File: config.mk
export PLATFORM = sky130hd
export DESIGN_NAME = seg_display_scan
export DESIGN_NICKNAME = d
export VERILOG_FILES = /design/src/rtl/seg_display_pkg.sv /design/src/rtl/seg_display_scan_btn_debounce.sv /design/src/rtl/seg_display_scan.sv
export SDC_FILE = /design/constraint.sdc
export NUM_CORES = 1
export LEC_CHECK = 0
export ABC_AREA = 1
export BUFFER_PORTS_ARGS = -buffer_cell sky130_fd_sc_hd__buf_4
export CAP_MARGIN = 10
export CORE_ASPECT_RATIO = 0.5
export CORE_MARGIN = 2
export CORE_UTILIZATION = 40
export CTS_BUF_LIST = sky130_fd_sc_hd__clkbuf_4
export CTS_CLUSTER_SIZE = 40
export DETAILED_ROUTE_END_ITERATION = 10
export MAX_ROUTING_LAYER = met4
export PLACE_DENSITY = 0.67
export SYNTH_ARGS = -nofsm -noshare
export SYNTH_HDL_FRONTEND = slang
export SYNTH_SLANG_ARGS = --single-unit
File: constraint.sdc
create_clock -name clk -period 1.9 [get_ports clk]
set_input_delay 0.095 -clock clk [delete_from_list [all_inputs] [get_ports clk]]
set_output_delay 0.095 -clock clk [all_outputs]
set_load 0.05 [all_outputs]
File: src/rtl/seg_display_pkg.sv
// Shared definitions for the 7-segment scan output stage.
//   - source encodings for the four displayed CPU words
//   - display geometry constants
//   - segment payload struct and hex-to-segment decoder (active-low g..a)
package seg_display_pkg;

    localparam int unsigned DATA_W     = 32;
    localparam int unsigned NUM_DIGITS = 8;
    localparam int unsigned DIGIT_W    = 3;
    localparam int unsigned NIBBLE_W   = 4;
    localparam int unsigned SRC_W      = 2;

    typedef enum logic [SRC_W-1:0] {
        SRC_LED    = 2'd0,
        SRC_ALL    = 2'd1,
        SRC_BRANCH = 2'd2,
        SRC_JMP    = 2'd3
    } src_e;

    // Cathode payload: decimal point on top, then g,f,e,d,c,b,a; all active-low.
    typedef struct packed {
        logic       dp;
        logic [6:0] segs;
    } seg_t;

    // Standard hex glyphs, active-low, bit order g,f,e,d,c,b,a.
    function automatic logic [6:0] hex_to_seg(input logic [NIBBLE_W-1:0] nib);
        logic [6:0] pat;
        case (nib)
            4'h0:    pat = 7'h40;
            4'h1:    pat = 7'h79;
            4'h2:    pat = 7'h24;
            4'h3:    pat = 7'h30;
            4'h4:    pat = 7'h19;
            4'h5:    pat = 7'h12;
            4'h6:    pat = 7'h02;
            4'h7:    pat = 7'h78;
            4'h8:    pat = 7'h00;
            4'h9:    pat = 7'h10;
            4'hA:    pat = 7'h08;
            4'hB:    pat = 7'h03;
            4'hC:    pat = 7'h46;
            4'hD:    pat = 7'h21;
            4'hE:    pat = 7'h06;
            default: pat = 7'h0E;
        endcase
        return pat;
    endfunction

endpackage

File: src/rtl/seg_display_scan_btn_debounce.sv
// Push-button conditioner: 2-flop synchronizer, stability counter and
// debounced level, with a registered one-cycle pulse on each accepted rise.
//   clk   : system clock
//   clr   : asynchronous active-low reset
//   btn   : raw asynchronous button, active-high
//   rise  : one-cycle pulse when the debounced level goes 0 -> 1
module btn_debounce #(
    parameter int unsigned DEBOUNCE_CYCLES = 1000000
) (
    input  logic clk,
    input  logic clr,
    input  logic btn,
    output logic rise
);

    localparam int unsigned CNT_W = $clog2(DEBOUNCE_CYCLES);
    localparam logic [CNT_W-1:0] CNT_LAST = CNT_W'(DEBOUNCE_CYCLES - 1);

    logic             sync1_q;
    logic             sync2_q;
    logic             level_q;
    logic [CNT_W-1:0] cnt_q;

    // The counter only runs while the synchronized level disagrees with the
    // accepted level; any return to agreement (a bounce) clears it.
    always_ff @(posedge clk or negedge clr) begin
        if (!clr) begin
            sync1_q <= 1'b0;
            sync2_q <= 1'b0;
            level_q <= 1'b0;
            cnt_q   <= '0;
            rise    <= 1'b0;
        end else begin
            sync1_q <= btn;
            sync2_q <= sync1_q;
            rise    <= 1'b0;
            if (sync2_q == level_q) begin
                cnt_q <= '0;
            end else if (cnt_q == CNT_LAST) begin
                cnt_q   <= '0;
                level_q <= sync2_q;
                rise    <= sync2_q;
            end else begin
                cnt_q <= cnt_q + CNT_W'(1);
            end
        end
    end

endmodule

File: src/rtl/seg_display_scan.sv
// Multiplexed 8-digit hex display of one of four CPU words, chosen by a
// debounced push-button. The shown word is snapshotted at each frame start.
//   clk          : system clock
//   clr          : asynchronous active-low reset
//   leddata      : source 0, syscall LED word
//   count_all    : source 1, total cycle count
//   count_branch : source 2, taken-branch count
//   count_jmp    : source 3, jump count
//   sel_btn      : raw button, active-high; each press advances the source
//   an           : digit enables, active-low, bit 0 = rightmost digit
//   seg          : cathodes, active-low, {dp, g,f,e,d,c,b,a}
//   src_sel      : currently selected source
module seg_display_scan
    import seg_display_pkg::*;
#(
    parameter int unsigned SCAN_DIV        = 100000,
    parameter int unsigned DEBOUNCE_CYCLES = 1000000
) (
    input  logic                  clk,
    input  logic                  clr,
    input  logic [DATA_W-1:0]     leddata,
    input  logic [DATA_W-1:0]     count_all,
    input  logic [DATA_W-1:0]     count_branch,
    input  logic [DATA_W-1:0]     count_jmp,
    input  logic                  sel_btn,
    output logic [NUM_DIGITS-1:0] an,
    output logic [7:0]            seg,
    output logic [SRC_W-1:0]      src_sel
);

    localparam int unsigned PSC_W = $clog2(SCAN_DIV);
    localparam logic [PSC_W-1:0]      PSC_LAST = PSC_W'(SCAN_DIV - 1);
    localparam logic [NUM_DIGITS-1:0] AN_ONE   = NUM_DIGITS'(1);

    logic                  btn_rise;
    logic [PSC_W-1:0]      psc_q;
    logic [DIGIT_W-1:0]    digit_q;
    logic [SRC_W-1:0]      src_q;
    logic [DATA_W-1:0]     snap_q;
    logic [NUM_DIGITS-1:0] an_q;
    seg_t                  seg_q;

    logic [DATA_W-1:0]     src_word;
    logic                  frame_start;
    logic [NIBBLE_W-1:0]   nibble;
    seg_t                  seg_next;
    logic [NUM_DIGITS-1:0] an_next;

    btn_debounce #(
        .DEBOUNCE_CYCLES(DEBOUNCE_CYCLES)
    ) u_btn_debounce (
        .clk  (clk),
        .clr  (clr),
        .btn  (sel_btn),
        .rise (btn_rise)
    );

    // Source mux, frame-start detect and digit decode.
    always_comb begin
        src_word = leddata;
        case (src_e'(src_q))
            SRC_LED:    src_word = leddata;
            SRC_ALL:    src_word = count_all;
            SRC_BRANCH: src_word = count_branch;
            default:    src_word = count_jmp;
        endcase

        frame_start   = (psc_q == '0) && (digit_q == '0);
        nibble        = snap_q[{digit_q, 2'b00} +: NIBBLE_W];
        seg_next.segs = hex_to_seg(nibble);
        // The lit decimal point marks which source is on display.
        seg_next.dp   = (digit_q != {1'b0, src_q});
        an_next       = ~(AN_ONE << digit_q);
    end

    // Source select and scan timing; a source change restarts the frame and
    // takes priority over a coincident prescaler wrap.
    always_ff @(posedge clk or negedge clr) begin
        if (!clr) begin
            src_q   <= '0;
            psc_q   <= '0;
            digit_q <= '0;
        end else if (btn_rise) begin
            src_q   <= src_q + SRC_W'(1);
            psc_q   <= '0;
            digit_q <= '0;
        end else if (psc_q == PSC_LAST) begin
            psc_q   <= '0;
            digit_q <= digit_q + DIGIT_W'(1);
        end else begin
            psc_q   <= psc_q + PSC_W'(1);
        end
    end

    // Frame snapshot so a frame never mixes old and new digits.
    always_ff @(posedge clk or negedge clr) begin
        if (!clr) begin
            snap_q <= '0;
        end else if (frame_start) begin
            snap_q <= src_word;
        end
    end

    // Registered display drive.
    always_ff @(posedge clk or negedge clr) begin
        if (!clr) begin
            an_q  <= '1;
            seg_q <= '1;
        end else begin
            an_q  <= an_next;
            seg_q <= seg_next;
        end
    end

    assign an      = an_q;
    assign seg     = seg_q;
    assign src_sel = src_q;

endmodule

==> impl_metrics.sql, run 1 <==
INSERT INTO impl_metrics (metric_group, metric, value, unit) VALUES
('hold_path', 'hold_path_class', 'input pin to flip-flop', ''),
('die', 'die_y', '89.3', 'um'),
('die', 'floorplan.io_pins', '149', ''),
('global_route', 'grt_util_all_layers', '0.212', ''),
('power_and_ir_drop', 'power_frac_clock', '0.294', ''),
('timing', 'report.final.hold_viol_count', '0', ''),
('worst_setup_path', 'path_class', 'flip-flop to flip-flop', ''),
('power_and_ir_drop', 'total_leakage_power', '3.69', 'nW'),
('yosys', 'dominant_combinational_cell_family_by_area_after_synthesis', 'simple AND/OR/NAND/NOR gates', ''),
('yosys', 'yosys.area_share.xor_xnor', '0.0241', ''),
('timing', 'fin_worst_skew', '0.0166', 'ns'),
('cts', 'clockRootBuffer', 'sky130_fd_sc_hd__clkbuf_4', ''),
('finish', 'layout.cells.non_filler', '1169', ''),
('timing', 'maxClockFrequency', '576', 'MHz'),
('drt', 'drt.antenna.violating_nets', '0', ''),
('power_and_ir_drop', 'power_per_cell_area', '493', 'nW/um^2'),
('cts', 'cts.repair_timing.setup_buffer_count', '0', ''),
('timing', 'final.setup.tns', '0', 'ns'),
('place', 'routabilityCongestion', '0.898', ''),
('cts', 'tritoncts', 'built', ''),
('yosys', 'synth-edff-count', '0', ''),
('drt', 'avgRoutedWirePerCell', '13.2', 'um'),
('drt', 'drt_pass1_iterations', '7', ''),
('yosys', 'synthesis.area', '5820', 'sq um'),
('drt', 'num_vias', '5596', ''),
('timing', 'max_slew.worst_pin.slew', '0.493', 'ns'),
('yosys', 'netlist-cell-type-count', '33', ''),
('yosys', 'postSynthAreaPerCell', '7.48', 'sq um'),
('finish', 'flow.area_growth_from_synthesis', '32.0', '%'),
('yosys', 'synth.yosys.seq_area_share', '0.408', ''),
('power_and_ir_drop', 'power_frac_comb', '0.153', ''),
('die', 'initial_core_util', '0.405', ''),
('yosys', 'synth-main-ff-cell', 'sky130_fd_sc_hd__dfrtp_1', ''),
('yosys', 'postSynthRegisterBits', '94', ''),
('finish', 'net_total_in_the_final_layout', '1114', ''),
('place', 'placedCellCount', '1118', ''),
('die', 'die_w', '175', 'um'),
('global_route', 'antenna_violations_before_repair', '1', ''),
('power_and_ir_drop', 'ir_drop', '0.223', 'mV'),
('drt', 'drt-total-wl', '15500', 'um'),
('yosys', 'post_synth_and_or_nand_nor_area_fraction', '0.338', ''),
('place', 'detailed_placement_wirelength_estimate', '11600', 'um'),
('timing', 'fin_ws', '0.163', 'ns'),
('cts', 'cts_max_level', '3', ''),
('timing', 'maxSlewViolCount', '0', ''),
('timing', 'layout_min_cycle_time', '1.74', 'ns'),
('drt', 'first_iter_violations', '332', ''),
('yosys', 'post_synth_inst_count', '778', ''),
('yosys', 'ys_async_rst_share', '1.00', ''),
('die', 'dieArea', '15600', 'sq um'),
('status', 'outcome', 'finished, final reports clean', ''),
('worst_setup_path', 'worstPathArrival', '2.15', 'ns'),
('power_and_ir_drop', 'switching_share', '0.264', ''),
('worst_setup_path', 'worst_ep_required_time', '2.31', 'ns'),
('die', 'rows', '31', ''),
('finish', 'most-common-layout-cells', 'sky130_fd_sc_hd__nand2_1 (229), sky130_fd_sc_hd__buf_4 (172), sky130_fd_sc_hd__dfrtp_1 (78)', ''),
('global_route', 'grt_first_pass_wirelength', '25800', 'um'),
('yosys', 'synthAdderAreaFrac', '0.0387', ''),
('cts', 'cts_inserted_buffers', '9', ''),
('cts', 'clk_pin_slew', '0.15', 'ns'),
('die', 'core_area', '14400', 'sq um'),
('finish', 'layout.filler_cells', '1377', ''),
('timing', 'rsz_0062_raised_after_global_routing', 'no', ''),
('place', 'port_buffers', '148', ''),
('power_and_ir_drop', 'netSwitchingPower', '0.998', 'mW'),
('drt', 'remaining_drc_errors', '0', ''),
('timing', 'finalSetupViolations', '0', ''),
('worst_setup_path', 'startpoint_type', 'flip-flop', ''),
('yosys', 'synth_mux_area_frac', '0', ''),
('place', 'placement.setup.worst_slack', '0.123', 'ns'),
('timing', 'hold-worst-slack', '0.0281', 'ns');
[flip-flops by register name, summed over array words and instances, names as in the netlist, 2 cells and up]
name / cells
src_sel: 2
seg: 8
psc_q: 17
u_btn_debounce.cnt_q: 20
snap_q: 32
digit_q: 3
an: 8
[synth_stat cells, drive strengths merged (2+ instances only)]
master,n,area share
nand2,239,0.16
nand3,83,0.084
dfrtp,78,0.34
inv,74,0.048
nor2,74,0.054
o21ai,71,0.070
a21oi,37,0.032
nor3,25,0.029
buf,18,0.027
ha,18,0.039
dfstp,16,0.072
clkbuf,14,0.0090
xor2,12,0.018
nand4,8,0.0086
xnor2,4,0.0060
a31oi,2,0.0022
nand3b,2,0.0026
[worst paths after layout]
path / startpoint / slack (ns) / cells past startpoint / endpoint
max in group asynchronous: clr / 1.09 / 3 / an[2]
min in group asynchronous: clr / 0.12 / 2 / snap_q[6]
hold / removal: count_branch[27] / 0.03 / 5 / snap_q[27]
setup / recovery: digit_q[0] / 0.16 / 11 / seg[3]
hold reg to reg: u_btn_debounce.sync1_q / 0.35 / 0 / u_btn_debounce.sync2_q
setup reg to reg: digit_q[0] / 0.16 / 11 / seg[3]
[what timing repair did]
item	CTS	global route
setup endpoints to repair	0	33
hold buffers	34	0
resized for setup	0	2
hold endpoints to repair	106	0
[cells by family after synthesis]
kind of cell             Yosys count
AO/OA/AOI/OAI                    112
buffers and inverters            107
AND/OR/NAND/NOR                  431
flip-flops                        94
XOR/XNOR                          16
adder cells (fa/ha/maj)           18
[metrics by stage]
step                power [mW]   util  cell area, sq um
finish                    3.78  0.535              7670
global route              4.00  0.535              7670
floorplan                 2.34      -              5820
global placement          2.65  0.501              7190
CTS                       3.84  0.534              7670
detailed placement        2.65  0.501              7190
[metal layers]
metal / vias to the layer above / GRT usage / wire length [um]
met3: 12 / 0.0357 / 650
met1: 2588 / 0.268 / 7150
li1: 2879 / - / -
met4: 0 / 0.0447 / 122
met5: - / - / 0
met2: 117 / 0.365 / 7550
[worst max-delay path: stages (launching register included)]
cell,delay [ns]
sky130_fd_sc_hd__dfrtp_1,0.42
sky130_fd_sc_hd__buf_4,0.26
sky130_fd_sc_hd__nand2_1,0.09
sky130_fd_sc_hd__nand3_1,0.09
sky130_fd_sc_hd__nand3_1,0.08
sky130_fd_sc_hd__nand2_2,0.15
sky130_fd_sc_hd__inv_1,0.08
sky130_fd_sc_hd__ha_1,0.21
sky130_fd_sc_hd__nand3_1,0.14
sky130_fd_sc_hd__nand2_1,0.08
sky130_fd_sc_hd__nand2_1,0.06
sky130_fd_sc_hd__nand2_1,0.05
[power groups by stage]
stage | combinational, mW | clock (mW) | sequential (mW)
4_1_cts | 0.582 | 1.16 | 2.10
2_1_floorplan | 0.168 | 0 | 2.17
3_3_place_gp | 0.517 | 0 | 2.13
5_1_grt | 0.642 | 1.25 | 2.10
6_report | 0.577 | 1.11 | 2.09
3_5_place_dp | 0.523 | 0 | 2.13
[final cells by class]
cell class	count	area [sq um]	share of cell area
multi-input combinational	577	2960	0.385
clock inverter	7	73.8	0.00962
tap	198	248	0.0323
clock buffer	9	67.6	0.00880
antenna	1	2.50	0.000326
timing repair buffer	208	1670	0.218
inverter	75	284	0.0370
sequential	94	2370	0.309
Power figures use the tool's default switching activity.
==> run 2, diff against run 1 <==
--- a/config.mk
+++ b/config.mk
@@ -11,7 +11,6 @@
 export CORE_ASPECT_RATIO = 0.5
 export CORE_MARGIN = 2
 export CORE_UTILIZATION = 40
-export CTS_BUF_LIST = sky130_fd_sc_hd__clkbuf_4
 export CTS_CLUSTER_SIZE = 40
 export DETAILED_ROUTE_END_ITERATION = 10
 export MAX_ROUTING_LAYER = met4
==> impl_metrics.sql, run 2 (synthesized netlist as in run 1, its figures left out) <==
INSERT INTO impl_metrics (metric_group, metric, value, unit) VALUES
('status', 'outcome', 'finished, final reports clean', ''),
('worst_setup_path', 'worstPathArrival', '1.95', 'ns'),
('hold_path', 'number_of_cells_on_the_worst_hold_path', '3', ''),
('drt', 'first_iter_violations', '270', ''),
('die', 'die_y', '89.3', 'um'),
('place', 'detailed_placement_wirelength_estimate', '11600', 'um'),
('power_and_ir_drop', 'power.share.sequential', '0.473', ''),
('global_route', 'grt_start_max_net_pins', '65', ''),
('drt', 'num_vias', '5482', ''),
('timing', 'hold-worst-slack', '0.0506', 'ns'),
('drt', 'met3RoutedLength', '665', 'um'),
('timing', 'relSlewSlack', '0.672', ''),
('cts', 'worst_skew_pair.late_latency', '0.34', 'ns'),
('power_and_ir_drop', 'total_power', '4.43', 'mW'),
('global_route', 'grt_pass1_vias', '5379', ''),
('worst_setup_path', 'startpoint_type', 'flip-flop', ''),
('power_and_ir_drop', 'ir_drop', '0.459', 'mV'),
('finish', 'registers_with_the_most_flip_flops', 'snap_q: 32 flops, u_btn_debounce.cnt_q: 20 flops, psc_q: 17 flops', ''),
('power_and_ir_drop', 'power_frac_clock', '0.409', ''),
('place', 'routabilityCongestion', '0.898', ''),
('timing', 'fin_worst_skew', '0.00983', 'ns'),
('drt', 'met2_wirelength', '7100', 'um'),
('cts', 'tritoncts', 'built', ''),
('timing', 'layout_min_cycle_time', '1.73', 'ns'),
('timing', 'report.final.hold_viol_count', '0', ''),
('timing', 'max_slew.worst_pin.slew', '0.492', 'ns'),
('worst_setup_path', 'worst_reg2reg_path_endpoint', 'snap_q[15]', ''),
('die', 'core_area', '14400', 'sq um'),
('die', 'die_w', '175', 'um'),
('finish', 'postLayoutCoreUtil', '0.523', ''),
('hold_path', 'hold_path_class', 'input pin to flip-flop', ''),
('finish', 'drive_gt1_frac', '0.279', ''),
('global_route', 'grt_first_pass_wirelength', '25200', 'um'),
('drt', 'remaining_drc_errors', '0', ''),
('die', 'initial_core_util', '0.405', ''),
('worst_setup_path', 'worst_ep_required_time', '2.12', 'ns'),
('timing', 'rsz_0062_raised_after_global_routing', 'no', ''),
('finish', 'max_flop_register', 'snap_q', ''),
('place', 'dpl_cell_area', '7190', 'sq um'),
('finish', 'net_total_in_the_final_layout', '1082', ''),
('die', 'floorplan.io_pins', '149', ''),
('die', 'dieArea', '15600', 'sq um'),
('finish', 'antenna_cells', '0', ''),
('job', 'maxcap_violations', '0', ''),
('global_route', 'grt_util_all_layers', '0.205', ''),
('drt', 'drt.antenna.violating_nets', '0', ''),
('finish', 'most-common-layout-cells', 'sky130_fd_sc_hd__nand2_1 (229), sky130_fd_sc_hd__buf_4 (172), sky130_fd_sc_hd__dfrtp_1 (78)', ''),
('power_and_ir_drop', 'power_frac_comb', '0.118', ''),
('global_route', 'antenna_violations_before_repair', '0', ''),
('power_and_ir_drop', 'netSwitchingPower', '1.06', 'mW'),
('drt', 'drt-total-wl', '15000', 'um'),
('cts', 'clk_pin_slew', '0.07', 'ns'),
('hold_path', 'min_from', 'count_jmp[9]', ''),
('power_and_ir_drop', 'power_per_cell_area', '589', 'nW/um^2'),
('timing', 'maxSlewViolCount', '0', ''),
('worst_setup_path', 'timing.critical_path.to_type', 'flip-flop', ''),
('worst_setup_path', 'crit_fanout', '64', ''),
('finish', 'flow.area_growth_from_synthesis', '29.1', '%'),
('place', 'port_buffers', '148', ''),
('die', 'rows', '31', ''),
('worst_setup_path', 'rr_startpoint', 'digit_q[1]', ''),
('worst_setup_path', 'path_class', 'flip-flop to flip-flop', ''),
('cts', 'cts_inserted_buffers', '9', ''),
('drt', 'top_layer_used', 'met4', ''),
('finish', 'flip_flop_count_of_the_largest_register_all_copies_and_words_added', '32', ''),
('finish', 'most_common_cell_after_layout_fill_and_taps_aside', 'sky130_fd_sc_hd__nand2_1', ''),
('drt', 'avgViaCountPerCell', '4.83', ''),
('global_route', 'grt_overflow', '0', ''),
('power_and_ir_drop', 'total_leakage_power', '3.62', 'nW'),
('hold_path', 'hold_path_end', 'snap_q[9]', ''),
('worst_setup_path', 'reg2reg_depth', '8', ''),
('cts', 'cts-root-to-sink-buffers', '2', ''),
('timing', 'finalCritPeriodShare', '0.909', ''),
('finish', 'layout.filler_cells', '1388', ''),
('power_and_ir_drop', 'intPower', '3.36', 'mW'),
('timing', 'maxClockFrequency', '579', 'MHz'),
('cts', 'clockRootBuffer', 'sky130_fd_sc_hd__clkbuf_16', ''),
('cts', 'cts_max_level', '3', ''),
('drt', 'wirelength_met1', '7120', 'um'),
('power_and_ir_drop', 'switching_share', '0.240', ''),
('timing', 'final.setup.tns', '0', 'ns'),
('drt', 'drt_pass1_iterations', '6', ''),
('drt', 'avgRoutedWirePerCell', '13.2', 'um'),
('timing', 'finalSetupViolations', '0', ''),
('finish', 'cell_area_after_layout', '7510', 'sq um'),
('worst_setup_path', 'rrSetupSlack', '0.17', 'ns'),
('cts', 'clock_sink_count', '94', '');
==> run 2: routing by layer <==
metal / GRT usage / vias up
met5: - / -
met4: 0.0386 / 0
met3: 0.0344 / 14
met2: 0.345 / 133
met1: 0.268 / 2519
li1: - / 2816
==> run 2: metrics by stage <==
stage / setup WS, ns / std cells
global route: 0.00143 / 1136
finish: 0.173 / 1136
CTS: 0.113 / 1136
global placement: 0.180 / 1118
detailed placement: 0.123 / 1118
floorplan: 0.120 / 778
==> run 2: area by class of cell <==
type,count,area (sq um),share of cell area
timing repair buffer,176,1350,0.180
tap,198,248,0.0330
sequential,94,2370,0.316
inverter,75,284,0.0378
clock inverter,7,73.8,0.00983
clock buffer,9,225,0.0300
multi-input combinational,577,2960,0.394
==> run 2: worst max path at each step <==
stage | start | endpoint | slack (ns)
2_1_floorplan | digit_q[1] | snap_q[15] | 0.12
5_1_grt | digit_q[0] | seg[3] | 0.001
3_5_place_dp | digit_q[0] | snap_q[22] | 0.12
3_3_place_gp | src_sel[0] | snap_q[3] | 0.18
4_1_cts | digit_q[0] | snap_q[15] | 0.11
6_report | digit_q[1] | snap_q[15] | 0.17
==> run 2: power groups by stage <==
stage	combinational [mW]	sequential, mW	clock, mW
after global placement	0.517	2.13	0
after CTS	0.529	2.09	1.85
after detailed placement	0.523	2.13	0
after floorplan	0.168	2.17	0
after global routing	0.584	2.10	1.95
final	0.521	2.09	1.81
==> run 2: worst max-delay path, cell delays in order, from the launching register on <==
cell and delay, ns:
sky130_fd_sc_hd__dfrtp_1 0.39, sky130_fd_sc_hd__inv_2 0.17, sky130_fd_sc_hd__ha_1 0.20, sky130_fd_sc_hd__nand2_1 0.09, sky130_fd_sc_hd__nor3_2 0.25, sky130_fd_sc_hd__nand3_4 0.10, sky130_fd_sc_hd__buf_12 0.19, sky130_fd_sc_hd__nand2_1 0.12
sky130_fd_sc_hd__o21ai_2 0.05
==> run 2: what timing repair did <==
action / in CTS / in global routing
hold endpoints to repair: 28 / 0
hold buffers: 2 / 0
gates resized for setup: 0 / 2
setup buffers: 0 / 0
setup endpoints to repair: 0 / 33
==> run 3, diff against run 2 <==
--- a/config.mk
+++ b/config.mk
@@ -9,10 +9,10 @@
 export BUFFER_PORTS_ARGS = -buffer_cell sky130_fd_sc_hd__buf_4
 export CAP_MARGIN = 10
 export CORE_ASPECT_RATIO = 0.5
-export CORE_MARGIN = 2
 export CORE_UTILIZATION = 40
 export CTS_CLUSTER_SIZE = 40
 export DETAILED_ROUTE_END_ITERATION = 10
+export HOLD_SLACK_MARGIN = 0.1
 export MAX_ROUTING_LAYER = met4
 export PLACE_DENSITY = 0.67
 export SYNTH_ARGS = -nofsm -noshare
==> impl_metrics.sql, run 3 (synthesized netlist as in run 1, its figures left out) <==
INSERT INTO impl_metrics (metric_group, metric, value, unit) VALUES
('status', 'outcome', 'finished, final reports clean', ''),
('power_and_ir_drop', 'power_per_cell_area', '580', 'nW/um^2'),
('timing', 'max_slew.worst_pin.slew', '0.453', 'ns'),
('cts', 'clock_sink_count', '94', ''),
('global_route', 'grt_first_pass_wirelength', '26800', 'um'),
('worst_setup_path', 'worstPathArrival', '2.00', 'ns'),
('hold_path', 'hold_path_class', 'input pin to flip-flop', ''),
('power_and_ir_drop', 'total_leakage_power', '3.73', 'nW'),
('finish', 'net_total_in_the_final_layout', '1105', ''),
('power_and_ir_drop', 'switching_share', '0.236', ''),
('worst_setup_path', 'worst_ep_required_time', '2.17', 'ns'),
('finish', 'flow.area_growth_from_synthesis', '33.8', '%'),
('die', 'die_y', '87.3', 'um'),
('timing', 'fin_worst_skew', '0.00916', 'ns'),
('die', 'initial_core_util', '0.420', ''),
('die', 'die_w', '173', 'um'),
('die', 'floorplan.io_pins', '149', ''),
('timing', 'maxSlewViolCount', '0', ''),
('place', 'detailed_placement_wirelength_estimate', '11600', 'um'),
('drt', 'num_vias', '5665', ''),
('cts', 'clockRootBuffer', 'sky130_fd_sc_hd__clkbuf_16', ''),
('finish', 'most-common-layout-cells', 'sky130_fd_sc_hd__nand2_1 (229), sky130_fd_sc_hd__buf_4 (163), sky130_fd_sc_hd__dfrtp_1 (78)', ''),
('global_route', 'grt_start_max_net_pins', '65', ''),
('global_route', 'antenna_violations_before_repair', '0', ''),
('timing', 'report.final.hold_viol_count', '0', ''),
('finish', 'antenna_cells', '0', ''),
('place', 'routabilityCongestion', '0.887', ''),
('drt', 'first_iter_violations', '273', ''),
('timing', 'final.setup.tns', '0', 'ns'),
('finish', 'postLayoutCoreUtil', '0.562', ''),
('job', 'maxcap_violations', '0', ''),
('timing', 'finalCritPeriodShare', '0.909', ''),
('cts', 'worst_skew_pair.late_latency', '0.34', 'ns'),
('cts', 'cts_inserted_buffers', '9', ''),
('power_and_ir_drop', 'netSwitchingPower', '1.06', 'mW'),
('global_route', 'grt_pass1_vias', '5798', ''),
('timing', 'relSlewSlack', '0.697', ''),
('timing', 'fin_ws', '0.172', 'ns'),
('worst_setup_path', 'path_class', 'flip-flop to flip-flop', ''),
('place', 'port_buffers', '148', ''),
('finish', 'most_common_cell_after_layout_fill_and_taps_aside', 'sky130_fd_sc_hd__nand2_1', ''),
('drt', 'avgRoutedWirePerCell', '13.6', 'um'),
('power_and_ir_drop', 'power_frac_comb', '0.128', ''),
('worst_setup_path', 'crit_fanout', '12', ''),
('cts', 'cts-root-to-sink-buffers', '2', ''),
('power_and_ir_drop', 'power_frac_clock', '0.407', ''),
('cts', 'cts_max_level', '3', ''),
('power_and_ir_drop', 'ir_drop', '0.518', 'mV'),
('drt', 'avgViaCountPerCell', '4.91', ''),
('cts', 'clk_pin_slew', '0.06', 'ns'),
('die', 'core_area', '13900', 'sq um'),
('drt', 'drt.antenna.violating_nets', '0', ''),
('global_route', 'grt_util_all_layers', '0.227', ''),
('place', 'placement.setup.worst_slack', '0.159', 'ns'),
('timing', 'maxClockFrequency', '579', 'MHz'),
('finish', 'max_flop_register', 'snap_q', ''),
('timing', 'finalSetupViolations', '0', ''),
('power_and_ir_drop', 'power.share.sequential', '0.465', ''),
('drt', 'drt_pass1_iterations', '5', ''),
('global_route', 'grt_overflow', '0', ''),
('timing', 'rsz_0062_raised_after_global_routing', 'no', ''),
('power_and_ir_drop', 'intPower', '3.45', 'mW'),
('drt', 'remaining_drc_errors', '0', ''),
('worst_setup_path', 'timing.critical_path.to_type', 'flip-flop', ''),
('die', 'rows', '30', ''),
('die', 'dieArea', '15100', 'sq um'),
('cts', 'tritoncts', 'built', ''),
('drt', 'drt-total-wl', '15700', 'um'),
('worst_setup_path', 'startpoint_type', 'flip-flop', ''),
('finish', 'registers_with_the_most_flip_flops', 'snap_q: 32 flops, u_btn_debounce.cnt_q: 20 flops, psc_q: 17 flops', ''),
('finish', 'drive_gt1_frac', '0.264', ''),
('finish', 'flip_flop_count_of_the_largest_register_all_copies_and_words_added', '32', ''),
('timing', 'layout_min_cycle_time', '1.73', 'ns');
-- run 3: per-layer routing --
metal	GRT usage	vias to the layer above	part of all wire	wire [um]
li1	-	2854	-	-
met1	0.283	2650	0.47	7340
met2	0.388	147	0.48	7560
met3	0.0414	14	0.045	701
met4	0.0519	0	0.0086	135
met5	-	-	0	0
-- run 3: critical path, cell delays in order (launching register included) --
cell and delay, ns:
sky130_fd_sc_hd__dfrtp_1 0.42, sky130_fd_sc_hd__inv_4 0.13, sky130_fd_sc_hd__buf_4 0.17, sky130_fd_sc_hd__nand2_1 0.05, sky130_fd_sc_hd__nand3_1 0.10, sky130_fd_sc_hd__nand2_1 0.06
sky130_fd_sc_hd__nand2_1 0.06, sky130_fd_sc_hd__nand2_1 0.10, sky130_fd_sc_hd__ha_1 0.23, sky130_fd_sc_hd__inv_1 0.09, sky130_fd_sc_hd__nand3_1 0.10, sky130_fd_sc_hd__nand3_1 0.10
sky130_fd_sc_hd__nand2_1 0.06
-- run 3: timing repair --
action,in CTS,in global routing
hold buffers,30,1
setup buffers,0,0
resized for setup,0,3
endpoints found under the hold margin,86,1
setup endpoints to repair,0,4
-- run 3: worst paths after layout --
kind | slack (ns) | cells after the start | startpoint | end
min | 0.11 | 3 | count_jmp[16] | snap_q[16]
max in group asynchronous | 0.99 | 3 | clr | seg[2]
min reg2reg | 0.37 | 0 | u_btn_debounce.sync1_q | u_btn_debounce.sync2_q
max | 0.17 | 12 | digit_q[0] | seg[0]
min in group asynchronous | 0.24 | 2 | clr | snap_q[2]
max reg2reg | 0.17 | 12 | digit_q[0] | seg[0]
-- run 3: cell type report --
class	count	area, sq um
Clock buffer	12	246
Multi-Input combinational cell	577	2960
Clock inverter	4	55.1
Timing Repair Buffer	199	1630
Sequential cell	94	2370
Fill cell	1291	6070
Inverter	75	284
Tap cell	192	240
-- run 3: stage by stage --
stage               total power [mW]  hold WS, ns  instance area, sq um  instances
floorplan                       2.34       -0.201                  5820        778
global placement                2.65       0.0588                  7160       1106
detailed placement              2.66       0.0656                  7160       1106
CTS                             4.56        0.100                  7760       1152
global route                    4.72        0.127                  7780       1153
finish                          4.51        0.109                  7780       1153
-- run 3: power groups by stage --
stage                     registers [mW]  logic (mW)  clock network [mW]
after floorplan                     2.17       0.168                   0
after global placement              2.13       0.521                   0
after detailed placement            2.13       0.528                   0
after CTS                           2.10       0.580                1.89
after global routing                2.10       0.641                1.97
final                               2.10       0.577                1.84
